===== src/rtl/mem_arbiter_if.sv =====
// Requester and memory-side signals of the shared-memory arbiter.
// master = requesters plus memory model, slave = arbiter.
interface mem_arbiter_if #(
  parameter int AW = 16,
  parameter int DW = 32
);
  logic          if_req;
  logic [AW-1:0] if_addr;
  logic          if_ack;
  logic [DW-1:0] if_rdata;
  logic          d_req;
  logic          d_we;
  logic [AW-1:0] d_addr;
  logic [DW-1:0] d_wdata;
  logic          d_ack;
  logic [DW-1:0] d_rdata;
  logic          mem_en;
  logic          mem_we;
  logic [AW-1:0] mem_addr;
  logic [DW-1:0] mem_wdata;
  logic [DW-1:0] mem_rdata;
  logic          busy;

  modport master (
    output if_req, if_addr, d_req, d_we, d_addr, d_wdata, mem_rdata,
    input  if_ack, if_rdata, d_ack, d_rdata, mem_en, mem_we, mem_addr, mem_wdata, busy
  );

  modport slave (
    input  if_req, if_addr, d_req, d_we, d_addr, d_wdata, mem_rdata,
    output if_ack, if_rdata, d_ack, d_rdata, mem_en, mem_we, mem_addr, mem_wdata, busy
  );
endinterface


===== src/rtl/mem_arbiter.sv =====
// Round-robin fetch/data arbiter for single-port memory; ack MEM_LAT+2 cycles after req.
// Losing requester holds req until served; one access in flight at a time.
module mem_arbiter #(
  parameter int AW      = 16,
  parameter int DW      = 32,
  parameter int MEM_LAT = 2
) (
  input logic          clk,
  input logic          rst_f,
  mem_arbiter_if.slave bus
);

  typedef enum logic [1:0] {IDLE, ISSUE, WAIT, RESP} state_t;
  typedef enum logic [1:0] {G_NONE, G_FETCH, G_DATA} grant_t;

  state_t     state;
  grant_t     grant;
  logic       rr_ptr;   // 0 = fetch preferred, 1 = data preferred
  logic       g_we;
  logic [3:0] cnt;
  logic       pick_data;

  assign pick_data = bus.d_req && (!bus.if_req || rr_ptr);

  always_ff @(posedge clk) begin
    if (!rst_f) begin
      state         <= IDLE;
      grant         <= G_NONE;
      rr_ptr        <= 1'b0;
      g_we          <= 1'b0;
      cnt           <= '0;
      bus.if_ack    <= 1'b0;
      bus.d_ack     <= 1'b0;
      bus.mem_en    <= 1'b0;
      bus.mem_we    <= 1'b0;
      bus.mem_addr  <= '0;
      bus.mem_wdata <= '0;
      bus.busy      <= 1'b0;
      bus.if_rdata  <= '0;
      bus.d_rdata   <= '0;
    end else begin
      bus.if_ack    <= 1'b0;
      bus.d_ack     <= 1'b0;
      bus.mem_en    <= 1'b0;
      bus.mem_we    <= 1'b0;
      bus.mem_addr  <= '0;
      bus.mem_wdata <= '0;
      case (state)
        IDLE: begin
          if (bus.if_req || bus.d_req) begin
            // Strobe is registered here so it is high for exactly the ISSUE cycle.
            state        <= ISSUE;
            bus.busy     <= 1'b1;
            bus.mem_en   <= 1'b1;
            grant        <= pick_data ? G_DATA : G_FETCH;
            g_we         <= pick_data && bus.d_we;
            bus.mem_we   <= pick_data && bus.d_we;
            bus.mem_addr <= pick_data ? bus.d_addr : bus.if_addr;
            if (pick_data && bus.d_we)
              bus.mem_wdata <= bus.d_wdata;
          end
        end
        ISSUE: begin
          cnt   <= 4'(MEM_LAT);
          state <= WAIT;
        end
        WAIT: begin
          cnt <= cnt - 4'd1;
          if (cnt == 4'd1) begin
            state <= RESP;
            if (grant == G_DATA) begin
              bus.d_ack <= 1'b1;
              if (!g_we)
                bus.d_rdata <= bus.mem_rdata;
            end else begin
              bus.if_ack   <= 1'b1;
              bus.if_rdata <= bus.mem_rdata;
            end
          end
        end
        RESP: begin
          rr_ptr   <= ~rr_ptr;
          grant    <= G_NONE;
          bus.busy <= 1'b0;
          state    <= IDLE;
        end
        default: state <= IDLE;
      endcase
    end
  end

endmodule


===== src/flat_wrapper.sv =====
// flat-port wrapper written by rule: the top's interface ports become plain ports
module mem_arbiter_flat 
#(
  parameter int AW      = 16,
  parameter int DW      = 32,
  parameter int MEM_LAT = 2
)
  (clk, rst_f, bus_if_req, bus_if_addr, bus_d_req, bus_d_we, bus_d_addr, bus_d_wdata, bus_mem_rdata, bus_if_ack, bus_if_rdata, bus_d_ack, bus_d_rdata, bus_mem_en, bus_mem_we, bus_mem_addr, bus_mem_wdata, bus_busy);
  mem_arbiter_if #(.AW(AW), .DW(DW)) bus_i ();
  input logic clk;
  input logic rst_f;
  input wire logic [$bits(bus_i.if_req)-1:0] bus_if_req;
  input wire logic [$bits(bus_i.if_addr)-1:0] bus_if_addr;
  input wire logic [$bits(bus_i.d_req)-1:0] bus_d_req;
  input wire logic [$bits(bus_i.d_we)-1:0] bus_d_we;
  input wire logic [$bits(bus_i.d_addr)-1:0] bus_d_addr;
  input wire logic [$bits(bus_i.d_wdata)-1:0] bus_d_wdata;
  input wire logic [$bits(bus_i.mem_rdata)-1:0] bus_mem_rdata;
  output wire logic [$bits(bus_i.if_ack)-1:0] bus_if_ack;
  output wire logic [$bits(bus_i.if_rdata)-1:0] bus_if_rdata;
  output wire logic [$bits(bus_i.d_ack)-1:0] bus_d_ack;
  output wire logic [$bits(bus_i.d_rdata)-1:0] bus_d_rdata;
  output wire logic [$bits(bus_i.mem_en)-1:0] bus_mem_en;
  output wire logic [$bits(bus_i.mem_we)-1:0] bus_mem_we;
  output wire logic [$bits(bus_i.mem_addr)-1:0] bus_mem_addr;
  output wire logic [$bits(bus_i.mem_wdata)-1:0] bus_mem_wdata;
  output wire logic [$bits(bus_i.busy)-1:0] bus_busy;
  assign bus_i.if_req = bus_if_req;
  assign bus_i.if_addr = bus_if_addr;
  assign bus_i.d_req = bus_d_req;
  assign bus_i.d_we = bus_d_we;
  assign bus_i.d_addr = bus_d_addr;
  assign bus_i.d_wdata = bus_d_wdata;
  assign bus_i.mem_rdata = bus_mem_rdata;
  assign bus_if_ack = bus_i.if_ack;
  assign bus_if_rdata = bus_i.if_rdata;
  assign bus_d_ack = bus_i.d_ack;
  assign bus_d_rdata = bus_i.d_rdata;
  assign bus_mem_en = bus_i.mem_en;
  assign bus_mem_we = bus_i.mem_we;
  assign bus_mem_addr = bus_i.mem_addr;
  assign bus_mem_wdata = bus_i.mem_wdata;
  assign bus_busy = bus_i.busy;
  mem_arbiter #(.AW(AW), .DW(DW), .MEM_LAT(MEM_LAT)) u_core (.clk(clk), .rst_f(rst_f), .bus(bus_i));
endmodule

===== config.mk =====
export PLATFORM = sky130hd
export DESIGN_NAME = mem_arbiter_flat
export DESIGN_NICKNAME = d
export VERILOG_FILES = /design/src/rtl/mem_arbiter_if.sv /design/src/rtl/mem_arbiter.sv /design/src/flat_wrapper.sv
export SDC_FILE = /design/constraint.sdc
export NUM_CORES = 1
export LEC_CHECK = 0
export ABC_AREA = 1
export CAP_MARGIN = 10
export CELL_PAD_IN_SITES_DETAIL_PLACEMENT = 2
export CELL_PAD_IN_SITES_GLOBAL_PLACEMENT = 2
export CORE_MARGIN = 2
export CORE_UTILIZATION = 19
export DETAILED_ROUTE_END_ITERATION = 12
export PLACE_DENSITY_LB_ADDON = 0.1
export SLEW_MARGIN = 20
export SYNTH_ARGS = -nofsm -noshare
export SYNTH_HDL_FRONTEND = slang
export SYNTH_SLANG_ARGS = --single-unit

===== constraint.sdc =====
create_clock -name clk -period 1.31 [get_ports clk]
set_input_delay 0.131 -clock clk [delete_from_list [all_inputs] [get_ports clk]]
set_output_delay 0.131 -clock clk [all_outputs]
set_load 0.01 [all_outputs]

==> run summary <==
=================================================================================
Final Hold Viols                                                                0
Category of the worst setup path capture point                          flip-flop
Worst setup path class                                               flip-flop to flip-flop
DRT Pass-1 Iters                                                                4
Total placed cells including tap cells                                       1185
Average wire per standard cell                                            15.8 um
Via count of the first global-routing pass                                   5610
Core area                                                              24500 um^2
Maximum fanout along the worst path                                             6
Violations in the final reports                                      negative setup slack
P_leak                                                                    4.33 nW
Setup Viol. Count Final                                                        87
WHS Endpoint                                                         u_core.cnt[0]
Setup slack of the worst register-to-register path                        -0.1 ns
Final Cycle Share                                                            107%
Total overflow reported by the global router                                    0
Fraction of final layout cells with drive strength greater than 1           25.4%
Final design instance area without fill                                 8920 um^2
Antenna cell count                                                              0
Die boundary height                                                        162 um
Net count, final                                                             1015
Required time of the worst setup path                                     1.62 ns
Leading area contributor after synthesis                                  dfxtp_1
HPWL reported at the end of detailed placement                            13.4 mm
Final antenna-violating net count                                               0
Commonest cells after routing, fill and taps aside                   135 x nor2_1, 121 x dfxtp_1, 116 x dlygate4sd2_1
Overall die area                                                       26300 um^2
Starting DRC count in detailed routing                                         76
Number of buffers created by CTS                                               17
Cells after synthesis                                                         638
Maximum single-stage delay on the critical path                           0.34 ns
Via-per-instance ratio                                                       4.03
List of cells traversed by the critical path                         inv_4 -> ha_4 -> buf_6 -> nand2_8 -> nor2_8 -> buf_12 -> clkbuf_16 -> nand2_2 -> nand2_1 -> nor2_1
H-tree lvl count                                                                4
Number of cells traversed by the worst register-to-register path               10
First-pass GRT wire length                                                30.1 mm
Antenna violations before repair                                                1
CTS Root Buffer Type                                                    clkbuf_16
Path type of the worst min-delay path                                primary input to flip-flop
Post-Synthesis Net Count                                                      745
Routability Congestion                                                      0.721
Relative slew slack                                                         77.9%
Total of max-cap violations                                                     0
Total power divided by cell area                                     1360 nW/um^2
Source-to-sink clock delay at the later pin of the worst-skew pair        0.42 ns
Actual slew at the worst max-slew pin                                    0.329 ns
Detailed-route DRC error count                                                  0
Startpoint class of the critical path                                   flip-flop
Final standard cell count with taps included and fillers excluded            1245
Hold_ws                                                                 0.0949 ns
X dimension of the die                                                     162 um
Maximum number of pins on one net before global-route repair                   46
Register clock-pin slew on the reported worst setup and hold paths        0.06 ns
Max frequency                                                           0.711 GHz
Total of warnings raised by yosys                                               0
Combined global-route utilization of all metal layers                       14.9%
Depth of the worst hold-timing path                                             3
Count of pins on the block boundary                                           218
Routed vias                                                                  5018
Status                                                               finished, violations left
Unrepaired setup endpoints after global routing                               yes
Sequential fraction of the synthesis area                                   53.4%
Post-CTS Hold Fix Bufs                                                          0
Critical path's slowest cell                                              dfxtp_2
Number of I/O port buffers                                                    217
Effective utilization at floorplan                                          19.5%
Layout area overhead                                                        87.5%
Worst IR drop on VDD                                                       820 uV
End of the worst register-to-register path                           u_core.bus.if_rdata[1]
Area fraction of the dominant cell type after synthesis                     53.4%
Post-synthesis instance area                                            4760 um^2
Total number of placement rows                                                 57
Placed cell areas                                                       7490 um^2
Total of fill cells in the finished design                                   2781
Post-Route WL                                                             19.7 mm
Maximum buffer depth of the clock tree                                          2
Minimum period implied by the final worst setup slack                     1.41 ns
Final Slew Violations                                                           0
Number of synthesized register bits                                           127
Clock tree skew after final layout                                      0.0160 ns
Most common cell after layout, fill and taps aside                         nor2_1
PnR worst setup slack                                                  -0.0959 ns
Clock tree from TritonCTS                                                    done
Startpoint of the most critical register-to-register path            u_core.state[0]
Clock Sink Count                                                              127
Library cells used by synthesis                                                22
Worst setup slack after placement                                       -0.191 ns
Min-delay src                                                               rst_f
Arrival time worst endpoint                                               1.71 ns
Ranking of synthesized cells by area                                 dfxtp_1 53%, nor2_1 13%, nand2_1 11%
Average cell area after synthesis                                       7.46 um^2
=================================================================================
-- Yosys cell counts --
master	instances
inv_1	78
nor3_1	3
a21oi_1	25
nor4_1	1
nor2_1	169
buf_1	5
nor2_8	1
nand2_4	1
nor2_2	2
ha_1	6
o21ai_0	3
o21ai_2	1
nand2_1	140
buf_2	15
and3_1	2
buf_6	9
nand3_1	39
dfxtp_1	127
nand3_2	1
nor2_4	2
inv_2	4
nand2_2	4
-- cell families after synthesis --
group | count (synthesis) | synth area share [%]
and+or+nand+nor | 365 | 31.3
AOI/OAI and AO/OA | 29 | 3.13
adders and majority gates | 6 | 1.58
buffers and inverters | 111 | 10.6
DFF | 127 | 53.4
-- sequential cells by signal (all words and copies together), names as in the netlist --
register	count
u_core.bus.mem_addr	16
u_core.bus.mem_we	1
u_core.bus.d_ack	1
u_core.bus.if_rdata	32
u_core.grant	2
u_core.bus.busy	1
u_core.bus.if_ack	1
u_core.bus.d_rdata	32
u_core.bus.mem_en	1
u_core.rr_ptr	1
u_core.cnt	4
u_core.bus.mem_wdata	32
u_core.g_we	1
u_core.state	2
-- critical path: cells and delay by family, from the launching register on --
kind                     cells  cell delay [ns]
adder cells (fa/ha/maj)      1             0.15
buffers and inverters        4             0.48
flip-flops                   1             0.34
AND/OR/NAND/NOR              5             0.33
-- worst max path at each step --
stage | startpoint | end | slack, ns | cells past startpoint
floorplan | u_core.state[0] | u_core.bus.d_rdata[10] | 0.01 | 8
global placement | u_core.state[0] | u_core.bus.d_rdata[14] | -0.13 | 8
detailed placement | u_core.state[0] | u_core.bus.d_rdata[6] | -0.19 | 8
CTS | u_core.state[1] | u_core.bus.mem_wdata[30] | -0.1 | 7
global route | u_core.state[0] | u_core.bus.if_rdata[1] | -0.16 | 10
finish | u_core.state[0] | u_core.bus.if_rdata[1] | -0.1 | 10
-- metrics by stage --
| stage | utilization [%] | setup TNS [ns] | power [mW] |
|---|---|---|---|
| 2_1_floorplan | - | 0 | 5.57 |
| 3_3_place_gp | 30.6 | -5.14 | 7.01 |
| 3_5_place_dp | 30.6 | -10.96 | 7.12 |
| 4_1_cts | 34.2 | -3.09 | 11.8 |
| 5_1_grt | 36.5 | -11.46 | 12.9 |
| 6_report | 36.5 | -3.77 | 12.1 |
-- layer usage --
metal	routed length, um	up-vias	global-route usage, %
li1	-	2451	-
met1	7900	2383	16.1
met2	9470	162	25.5
met3	2020	20	7.43
met4	290	2	4.59
met5	12	-	0
-- area by class of cell --
cell class	instances	area, um^2	area share, %
clock buffer	17	425	4.77
tap	324	405	4.54
timing repair buffer	280	2890	32.3
multi-input combinational	400	2230	25.0
clock inverter	15	110	1.23
inverter	82	315	3.53
sequential	127	2550	28.6
-- power by group --
part           total, mW  internal, mW  switching [mW]  leakage [nW]
Sequential          4.38          4.20           0.179          1.03
Clock               4.38          2.43            1.94         0.253
Combinational       3.38          1.67            1.71          3.05
-- timing repair --
action | CTS | global route
buffers inserted | 10 | 10
endpoints found under the setup margin | 236 | 124
pin swaps | 29 | 24
resized for setup | 189 | 107
gates cloned | 6 | 5
No activity file was read; power rests on OpenSTA's default activity.
